--- src/rtl/scanner_if.sv ---
// scanner_if: user request, peer message and status bundle of one scanner node
interface scanner_if #(
    parameter int CW = 4
);
    logic          start_system;
    logic          start_scan;
    logic          start_transfer;
    logic [2:0]    peer_comm;
    logic [2:0]    comm;
    logic [2:0]    state;
    logic [CW-1:0] count;
    logic [7:0]    flush_total;
    modport master (
        output start_system, start_scan, start_transfer, peer_comm,
        input  comm, state, count, flush_total
    );
    modport slave (
        input  start_system, start_scan, start_transfer, peer_comm,
        output comm, state, count, flush_total
    );
endinterface

--- src/rtl/scanner_node.sv ---
// scanner_node: sample buffer that collects, hands off or flushes data in step with a peer node
module scanner_node #(
    parameter int DEPTH      = 10,
    parameter int STANDBY_AT = 8,
    parameter int SAMPLE_DIV = 1,
    parameter int XFER_RATE  = 1,
    parameter int FLUSH_RATE = 1
) (
    input logic       clk,
    input logic       reset,
    scanner_if.slave  node_io
);
    localparam int CW = $clog2(DEPTH + 1);
    localparam int DW = SAMPLE_DIV > 1 ? $clog2(SAMPLE_DIV) : 1;
    localparam logic [2:0] C_NONE = 3'd0, C_READY = 3'd1, C_GO_STANDBY = 3'd2,
                           C_START_SCAN = 3'd3, C_FLUSH = 3'd4;
    typedef enum logic [2:0] {
        LOW_POWER = 3'd0, STANDBY = 3'd1, COLLECT = 3'd2,
        IDLE = 3'd3, TRANSFER = 3'd4, FLUSH = 3'd5
    } state_t;
    state_t        state_q;
    logic [2:0]    comm_q;
    logic [CW-1:0] count_q, inc_d, xfer_d, flush_d;
    logic [DW-1:0] div_q;
    logic [7:0]    flush_q;
    logic          peer_standby, peer_scan;
    assign peer_standby = node_io.peer_comm == C_GO_STANDBY;
    assign peer_scan    = node_io.peer_comm == C_START_SCAN;
    assign inc_d   = count_q + 1'b1;
    assign xfer_d  = int'(count_q) > XFER_RATE  ? count_q - CW'(XFER_RATE)  : '0;
    assign flush_d = int'(count_q) > FLUSH_RATE ? count_q - CW'(FLUSH_RATE) : '0;
    // The only way back to LOW_POWER is with an empty buffer, so COLLECT always starts from zero.
    always_ff @(posedge clk or negedge reset) begin
        if (!reset) begin
            state_q <= LOW_POWER;
            comm_q  <= C_NONE;
            count_q <= '0;
            div_q   <= '0;
            flush_q <= '0;
        end else begin
            comm_q <= C_NONE;
            case (state_q)
                LOW_POWER: if (node_io.start_system || peer_standby) state_q <= STANDBY;
                STANDBY: if (node_io.start_scan || peer_scan) begin
                    state_q <= COLLECT;
                    div_q   <= '0;
                end
                COLLECT: if (div_q == DW'(SAMPLE_DIV - 1)) begin
                    div_q   <= '0;
                    count_q <= inc_d;
                    if (inc_d == CW'(DEPTH)) begin
                        state_q <= IDLE;
                        comm_q  <= C_START_SCAN;
                    end else if (inc_d == CW'(STANDBY_AT)) comm_q <= C_GO_STANDBY;
                end else div_q <= div_q + 1'b1;
                IDLE: if (node_io.start_transfer) state_q <= TRANSFER;
                else if (peer_scan) begin
                    state_q <= FLUSH;
                    comm_q  <= C_FLUSH;
                    if (flush_q != 8'hFF) flush_q <= flush_q + 1'b1;
                end else comm_q <= C_READY;
                TRANSFER: if (count_q == '0) state_q <= LOW_POWER; else count_q <= xfer_d;
                FLUSH:    if (count_q == '0) state_q <= LOW_POWER; else count_q <= flush_d;
                default:  state_q <= LOW_POWER;
            endcase
        end
    end
    assign node_io.comm        = comm_q;
    assign node_io.state       = state_q;
    assign node_io.count       = count_q;
    assign node_io.flush_total = flush_q;
endmodule

--- src/flat_wrapper.sv ---
// flat-port wrapper written by rule: the top's interface ports become plain ports
module scanner_node_flat 
#(
    parameter int DEPTH      = 10,
    parameter int STANDBY_AT = 8,
    parameter int SAMPLE_DIV = 1,
    parameter int XFER_RATE  = 1,
    parameter int FLUSH_RATE = 1
)
  (clk, reset, node_io_start_system, node_io_start_scan, node_io_start_transfer, node_io_peer_comm, node_io_comm, node_io_state, node_io_count, node_io_flush_total);
  scanner_if #(.CW(4)) node_io_i ();
  input logic clk;
  input logic reset;
  input wire logic [$bits(node_io_i.start_system)-1:0] node_io_start_system;
  input wire logic [$bits(node_io_i.start_scan)-1:0] node_io_start_scan;
  input wire logic [$bits(node_io_i.start_transfer)-1:0] node_io_start_transfer;
  input wire logic [$bits(node_io_i.peer_comm)-1:0] node_io_peer_comm;
  output wire logic [$bits(node_io_i.comm)-1:0] node_io_comm;
  output wire logic [$bits(node_io_i.state)-1:0] node_io_state;
  output wire logic [$bits(node_io_i.count)-1:0] node_io_count;
  output wire logic [$bits(node_io_i.flush_total)-1:0] node_io_flush_total;
  assign node_io_i.start_system = node_io_start_system;
  assign node_io_i.start_scan = node_io_start_scan;
  assign node_io_i.start_transfer = node_io_start_transfer;
  assign node_io_i.peer_comm = node_io_peer_comm;
  assign node_io_comm = node_io_i.comm;
  assign node_io_state = node_io_i.state;
  assign node_io_count = node_io_i.count;
  assign node_io_flush_total = node_io_i.flush_total;
  scanner_node #(.DEPTH(DEPTH), .STANDBY_AT(STANDBY_AT), .SAMPLE_DIV(SAMPLE_DIV), .XFER_RATE(XFER_RATE), .FLUSH_RATE(FLUSH_RATE)) u_core (.clk(clk), .reset(reset), .node_io(node_io_i));
endmodule
--- config.mk ---
export PLATFORM = sky130hd
export DESIGN_NAME = scanner_node_flat
export DESIGN_NICKNAME = d
export VERILOG_FILES = /design/src/rtl/scanner_if.sv /design/src/rtl/scanner_node.sv /design/src/flat_wrapper.sv
export SDC_FILE = /design/constraint.sdc
export NUM_CORES = 1
export LEC_CHECK = 0
export BUFFER_PORTS_ARGS = -buffer_cell sky130_fd_sc_hd__buf_2
export CAP_MARGIN = 25
export CORE_UTILIZATION = 47
export DETAILED_ROUTE_END_ITERATION = 8
export PLACE_DENSITY = 0.74
export REMOVE_ABC_BUFFERS = 1
export SYNTH_ARGS = -nofsm -noshare
export SYNTH_HDL_FRONTEND = slang
export SYNTH_SLANG_ARGS = --single-unit
--- constraint.sdc ---
create_clock -name clk -period 1.57 [get_ports clk]
set_clock_uncertainty 0.1 [all_clocks]
set_input_delay 0 -clock clk [delete_from_list [all_inputs] [get_ports clk]]
set_output_delay 0 -clock clk [all_outputs]
set_load 0.01 [all_outputs]
==> impl_results.md, run 1 <==
* Vias per cell at 5.453
* Ys async rst share at 100.0%
* Worst Path Buf+Inv at 1
* HPWL after DPL at between 1500 and 2000 µm
* Die height at 50.10 µm
* CTS sink count at 18
* Run status: finished, violations left
* Most common cell after layout, fill and taps aside: buf_2
* Syn avg cell area at 9.795 µm²
* Hold_ws at 61.09 ps
* Failing checks: setup timing
* Biggest area consumer among synthesized cells: dfrtp_1
* Ys flop type: dfrtp_1
* Critical Path AT at 1690 ps
* Max Slew Vio Count at 0
* Critical setup path kind: flip-flop to flip-flop
* Ant diodes at 0
* Die ar. at 2510 µm²
* Metal1 wirelength at 1140 µm
* Top layer used by detailed routing: met4
* Root buffer cell: clkbuf_4
* First-pass GRT wire length at approximately 4100 µm
* Maximum buffer depth of the clock tree at 2
* Slowest cell delay on critical path at 430 ps
* Layout Cells excl Fill at 190
* Nets at about 180
* Core ar. at 2191 µm²
* Max IR drop VDD at 1.288 mV
* Area Overhead vs Synth at 41.89%
* Worst path depth at 6
* Metal2 WL at between 1000 and 1500 µm
* FF+latch area at 454.2 µm²
* Post-synthesis sequential area ratio at 41.43%
* Max transition margin at 72.05%
* Post-route core utilization at 70.42%
* Largest net degree at the start of global routing at 19
* Wire per inst at 14.20 µm
* Post-route ant nets at 0
* Post-Syn Instances at around 110
* Initial drt markers at 13
* Slowest cell on crit path: dfrtp_1
* Startpoint Class: flip-flop
* PD cells at 1668 nW/µm²
* Critical R2R Launch: u_core.node_io.count[0]
* Lkg Pwr at 0.7511 nW
* DP Cell Count at 180
* Pre-antenna DRT Iters at 4
* Mapped Area at 1087 µm²
* Final cycle utilization of the critical path at 101.3%
* Total power at 0.002573 W
* Clk slew on worst S/H paths at 110 ps
* Max cap viols at 0
* I/O Pins at 26
* H-tree depth at 1
* Overflow after GRT at 0
* Post-synthesis cell type count at 40
* Metal3 WL at between 80 and 90 µm
* Post-synth top area share at 41.43%
* Hold Vio Cnt, Final at 0
* Highest clock rate at 628.5 MHz
* # DRC at 0
* IO buf count at 25
* RSZ-0062 raised after global routing: true
* Post-route cell area at 1543 µm²
* Rows at 17
* Required time worst endpoint at 1660 ps
* Initial antenna violation count at 0
* Post-synth EDFFs at 0
* Vias in the first global route at 977
* Via count at 1036
* #FFs+latches synth at 18
* Min cycle time layout at 1591 ps
* R2R depth at 6
* Worst setup margin at -21.07 ps
* Drt total wl at roughly 2700 µm
* Delay-heaviest family, CP: flip-flops
* Ys Warns at 0
* CP cell instances: buf_4 -> and2_4 -> xor2_2 -> a31oi_2 -> nor2_2 -> a22o_1
* TritonCTS Buffers at 3
* CTS tree: done
* Reg-to-Reg End: u_core.node_io.comm[0]
* Crit path capture type: flip-flop
* Worst-skew pair later-pin latency at 290 ps
* Maximum net fanout on the critical path at 4
* All-Layer GR Usage at 22.38%
* Hold WC Path Type: input port to async pin
* Initial Util at between 40% and 50%
* Layout cell share with drive strength beyond 1 at 48.15%
* Crit path from: u_core.node_io.count[0]
* Area of the multi-input gates at 679.4 µm²
* Filler cells at 165
* Setup Viol. Count Final at 2
* Worst-Margin Slew at 419.3 ps
* Die X-Extent at 50.10 µm
* Placer Congestion at approximately 0.77
* Area contributors post-synth: dfrtp_1 (41%), ha_1 (5.8%), nand2_1 (4.5%)
* Placed cell areas at 1363 µm²
* Reg2reg setup slack at -20 ps
* Commonest cells after routing, fill and taps aside: buf_2 (25), buf_4 (20), dfrtp_1 (15), nand2_1 (11), o21ai_0 (7)
* Worst setup endpoint: u_core.node_io.comm[0]
-- power by group --
group	internal [W]	switching, W	total, W
Clock	0.0000893	0.000142	0.000232
Combinational	0.000786	0.000806	0.00159
Sequential	0.000587	0.000163	0.000749
Total	0.00146	0.00111	0.00257
-- worst min-delay path by stage --
stage | from | depth (start not counted) | end | slack [ps]
CTS | reset | 2 | u_core.node_io.comm[0] | 70
detailed placement | reset | 1 | u_core.node_io.flush_total[4] | -150
finish | reset | 2 | u_core.node_io.comm[0] | 60
global placement | reset | 1 | u_core.node_io.flush_total[4] | -150
floorplan | reset | 0 | u_core.node_io.comm[0] | -400
global route | reset | 2 | u_core.node_io.flush_total[4] | 100
-- layout make-up --
cell class	count	area share [%]
repair buffers	51	21.82
flip-flops and latches	18	29.44
inverters	4	0.9732
clock buffers	3	1.460
multi-input cells	86	44.04
well taps	28	2.271
-- cells in the mapped netlist, drive strengths merged, types with 3 or more instances --
library cell / n
nand2: 14
nand2b: 3
nand4: 3
nor2b: 4
nor2: 4
xnor2: 5
nand3: 4
buf: 3
xor2: 3
dfrtp: 18
and2: 3
ha: 5
inv: 4
o21ai: 10
nor3: 5
-- sequential cells by signal, indices dropped and copies added (netlist names) --
name	cells
u_core.node_io.state	3
u_core.node_io.flush_total	8
u_core.node_io.comm	3
u_core.node_io.count	4
-- per-layer routing --
| metal | vias up | track usage [%] |
|---|---|---|
| li1 | 500 | - |
| met1 | 502 | 24.62 |
| met2 | 26 | 41.33 |
| met3 | 8 | 4.012 |
| met4 | 0 | 9.048 |
| met5 | - | 0 |
-- metrics by stage --
step | TNS [ps] | worst slack [ps]
after floorplan | -192.8 | -112.4
after global placement | -71.94 | -30.04
after detailed placement | -154.6 | -69.98
after CTS | 0 | 5.198
after global routing | -555.9 | -109.2
final | -24.14 | -21.07
-- what timing repair did --
item,in CTS,in global routing
buffers inserted,1,1
endpoints found under the setup margin,5,14
hold buffers,5,0
resized for setup,10,18
endpoints found under the hold margin,19,0
pin swaps,4,5
-- cell families after synthesis --
group,after synthesis,share of synthesized area (%)
compound gates,26,16.34
xor+xnor,8,6.444
fa+ha+maj,5,5.754
buf+inv,7,3.912
flops,18,41.43
mux,1,0.9206
simple gates,46,25.20
Note: power is estimated with default switching activity, not from simulation.
==> inputs of run 2 (changes only) <==
Settings changed: ABC_AREA set to 1.
==> impl_results.md, run 2 <==
* Most common cell in the synthesized netlist: nand2_1
* All-Layer GR Usage at 20.57% (-1.8 points)
* Hold WC Path Type: input port to flip-flop
* Syn avg cell area at 8.199 µm² (-16%)
* Drt total wl at 2596 µm (-3.8%)
* Net Sw Frac at 44.08% (+0.91 points)
* Post-route cell area at 1464 µm² (-5.1%)
* Biggest area consumer among synthesized cells: dfrtp_1
* Max transition margin at 72.12% (+0.074 points)
* Most frequent cells after synthesis: nand2_1 (28), inv_1 (20), nand3_1 (19)
* Post-route ant nets at 0 (unchanged)
* Rows at 17 (unchanged)
* Clk slew on worst S/H paths at 110 ps (about the same)
* Largest net degree at the start of global routing at 19 (unchanged)
* Maximum buffer depth of the clock tree at 2 (unchanged)
* HPWL after DPL at 1761 µm (-2.9%)
* Ant diodes at 0 (unchanged)
* Mapped Area at 1082 µm² (-0.46%)
* I/O Pins at 26 (unchanged)
* Critical Path AT at 1670 ps (-20 ps)
* FF+latch area at 454.2 µm² (unchanged)
* Ys Warns at 0 (unchanged)
* TritonCTS Buffers at 3 (unchanged)
* Reg2reg setup slack at 30 ps (+50 ps)
* Critical R2R Launch: u_core.node_io.count[0]
* Pre-antenna DRT Iters at 4 (unchanged)
* Layout cell share with drive strength beyond 1 at 40.34% (-7.8 points)
* Logic pwr share at 55.5% (-6.4 points)
* Layout Cells excl Fill at 204 (+7.4%)
* R2R depth at 5 (-1)
* RSZ-0062 raised after global routing: true
* Highest clock rate at 647.8 MHz (+3.1%)
* Worst hold start: node_io_start_scan
* Die X-Extent at 49.99 µm (-0.22%)
* Final cycle utilization of the critical path at 98.33% (-3.0 points)
* IO buf count at 25 (unchanged)
* Post-synthesis cell type count at 23 (-43%)
* Post-synth top area share at 41.62% (+0.19 points)
* H-tree depth at 1 (unchanged)
* Die height at 49.99 µm (-0.22%)
* Setup TNS at 0 ps (+24.14 ps)
* # DRC at 0 (unchanged)
* Reg-to-Reg End: u_core.node_io.comm[1]
* Filler cells at 188 (+14%)
* Run status: finished clean
* Vias per cell at 5.275 (-3.3%)
* Area Overhead vs Synth at 35.26%
* Post-route core utilization at 66.82% (-3.6 points)
* Max cap viols at 0 (unchanged)
* #FFs+latches synth at 18 (unchanged)
* Hold Path End: u_core.node_io.state[0]
* Root buffer cell: clkbuf_4
* Maximum net fanout on the critical path at 5 (+1)
* DP Cell Count at 193 (+7.2%)
* Core ar. at 2191 µm² (unchanged)
* Area contributors post-synth: dfrtp_1 (42%), nand2_1 (9.7%), nand3_1 (8.8%)
* Sw Pwr at 0.001044 W (-6.0%)
* Crit path capture type: flip-flop
* Initial Util at 49.40% (-0.23 points)
* CTS sink count at 18 (unchanged)
* Required time worst endpoint at 1700 ps (+40 ps)
* Worst-Margin Slew at 418.2 ps (-1.117 ps)
* Initial drt markers at 28 (+15)
* Area of the multi-input gates at 618.1 µm² (-9.0%)
* Placer Congestion at 0.9067 (+18%)
* Wire per inst at 12.73 µm (-10%)
* Min cycle time layout at 1544 ps (-47.33 ps)
* Commonest cells after routing, fill and taps aside: nand2_1 (25), buf_2 (25), inv_1 (16), nand3_1 (16), dfrtp_1 (15)
* Nets at 190 (+7.3%)
* PD cells at 1618 nW/µm² (-3.0%)
* Critical setup path kind: flip-flop to flip-flop
* Int Pwr at 0.001324 W (-9.4%)
* Hold Path Cell Cnt at 6
* Placed cell areas at 1303 µm² (-4.4%)
* Seq pwr share at 32.0% (+2.9 points)
* Max reg flops at 8 (unchanged)
* Ys flop type: dfrtp_1
* Vias in the first global route at 924 (-5.4%)
* Die ar. at 2499 µm² (-0.44%)
* Crit path from: u_core.node_io.count[0]
* Startpoint Class: flip-flop
* Max Slew Vio Count at 0 (unchanged)
* Worst-skew pair later-pin latency at 300 ps (about the same)
* Post-synthesis sequential area ratio at 41.62% (+0.19 points)
* Max IR drop VDD at 0.9470 mV (-26%)
* Overflow after GRT at 0 (unchanged)
* First-pass GRT wire length at 3912 µm (-5.5%)
* Via count at 1076 (+3.9%)
* Post-Syn Instances at 132 (+19%)
* Clk network pwr share at 12.5% (+3.5 points)
* Hold Vio Cnt, Final at 0 (unchanged)
* Setup Viol. Count Final at 0 (-2)
* Post-synth EDFFs at 0 (unchanged)
* Initial antenna violation count at 0 (unchanged)
* CTS tree: done
* Lkg Pwr at 0.8274 nW (+10%)
* Ys async rst share at 100.0% (unchanged)
-- run 2: worst max-delay path by stage --
stage	end	slack, ps
after detailed placement	u_core.node_io.count[1]	-70
final	u_core.node_io.comm[1]	30
after floorplan	u_core.node_io.count[2]	-20
after global routing	u_core.node_io.count[1]	-110
after CTS	u_core.node_io.state[1]	20
after global placement	u_core.node_io.state[1]	20
-- run 2: repair_timing --
action | 4_1_cts | 5_1_grt
hold endpoints to repair | 19 | 0
setup buffers | 0 | 5
setup endpoints to repair | 5 | 12
hold buffers | 2 | 0
gates resized for setup | 6 | 18
pin swaps | 0 | 7
-- run 2: stage by stage --
| stage | hold WS [ps] | worst slack [ps] | power [W] |
|---|---|---|---|
| after floorplan | -395.6 | -20.92 | 0.001394 |
| after global placement | -151.9 | 18.55 | 0.001766 |
| after detailed placement | -143.6 | -70.18 | 0.001806 |
| after CTS | 4.887 | 19.64 | 0.002134 |
| after global routing | 76.32 | -108.9 | 0.002543 |
| final | 20.53 | 26.26 | 0.002368 |
-- run 2: power groups by stage --
stage          registers, W  clock network (W)  logic (W)
4_1_cts            0.000732           0.000299    0.00110
5_1_grt            0.000777           0.000314    0.00145
6_report           0.000757           0.000296    0.00132
3_3_place_gp       0.000730                  0    0.00104
2_1_floorplan      0.000779                  0   0.000615
3_5_place_dp       0.000734                  0    0.00107
-- run 2: logic make-up after synthesis --
group	share of synthesized area, %
AND/OR/NAND/NOR	33.18
buffers and inverters	6.936
flip-flops	41.62
adder cells (fa/ha/maj)	5.780
AO/OA/AOI/OAI	5.087
XOR/XNOR	6.474
multiplexers	0.9249
-- run 2: metal layers --
metal / up-vias / global-route usage, % / wire, µm
met5: - / 0 / 0
li1: 520 / - / -
met2: 46 / 31.11 / 1271
met3: 6 / 2.778 / 115
met4: 0 / 10.95 / 61
met1: 504 / 28.16 / 1147
-- run 2: critical path, stage by stage (launching register included) --
cell     delay, ps
dfrtp_2        470
ha_1           260
xnor2_2        220
buf_4          150
nand3_1        100
a21oi_1        170
-- run 2: layout make-up --
| type | instances | share of cell area, % |
|---|---|---|
| Sequential cell | 18 | 31.03 |
| Tap cell | 28 | 2.393 |
| Timing Repair Buffer | 40 | 16.58 |
| Clock buffer | 4 | 2.479 |
| Multi-Input combinational cell | 94 | 42.22 |
| Inverter | 20 | 5.299 |
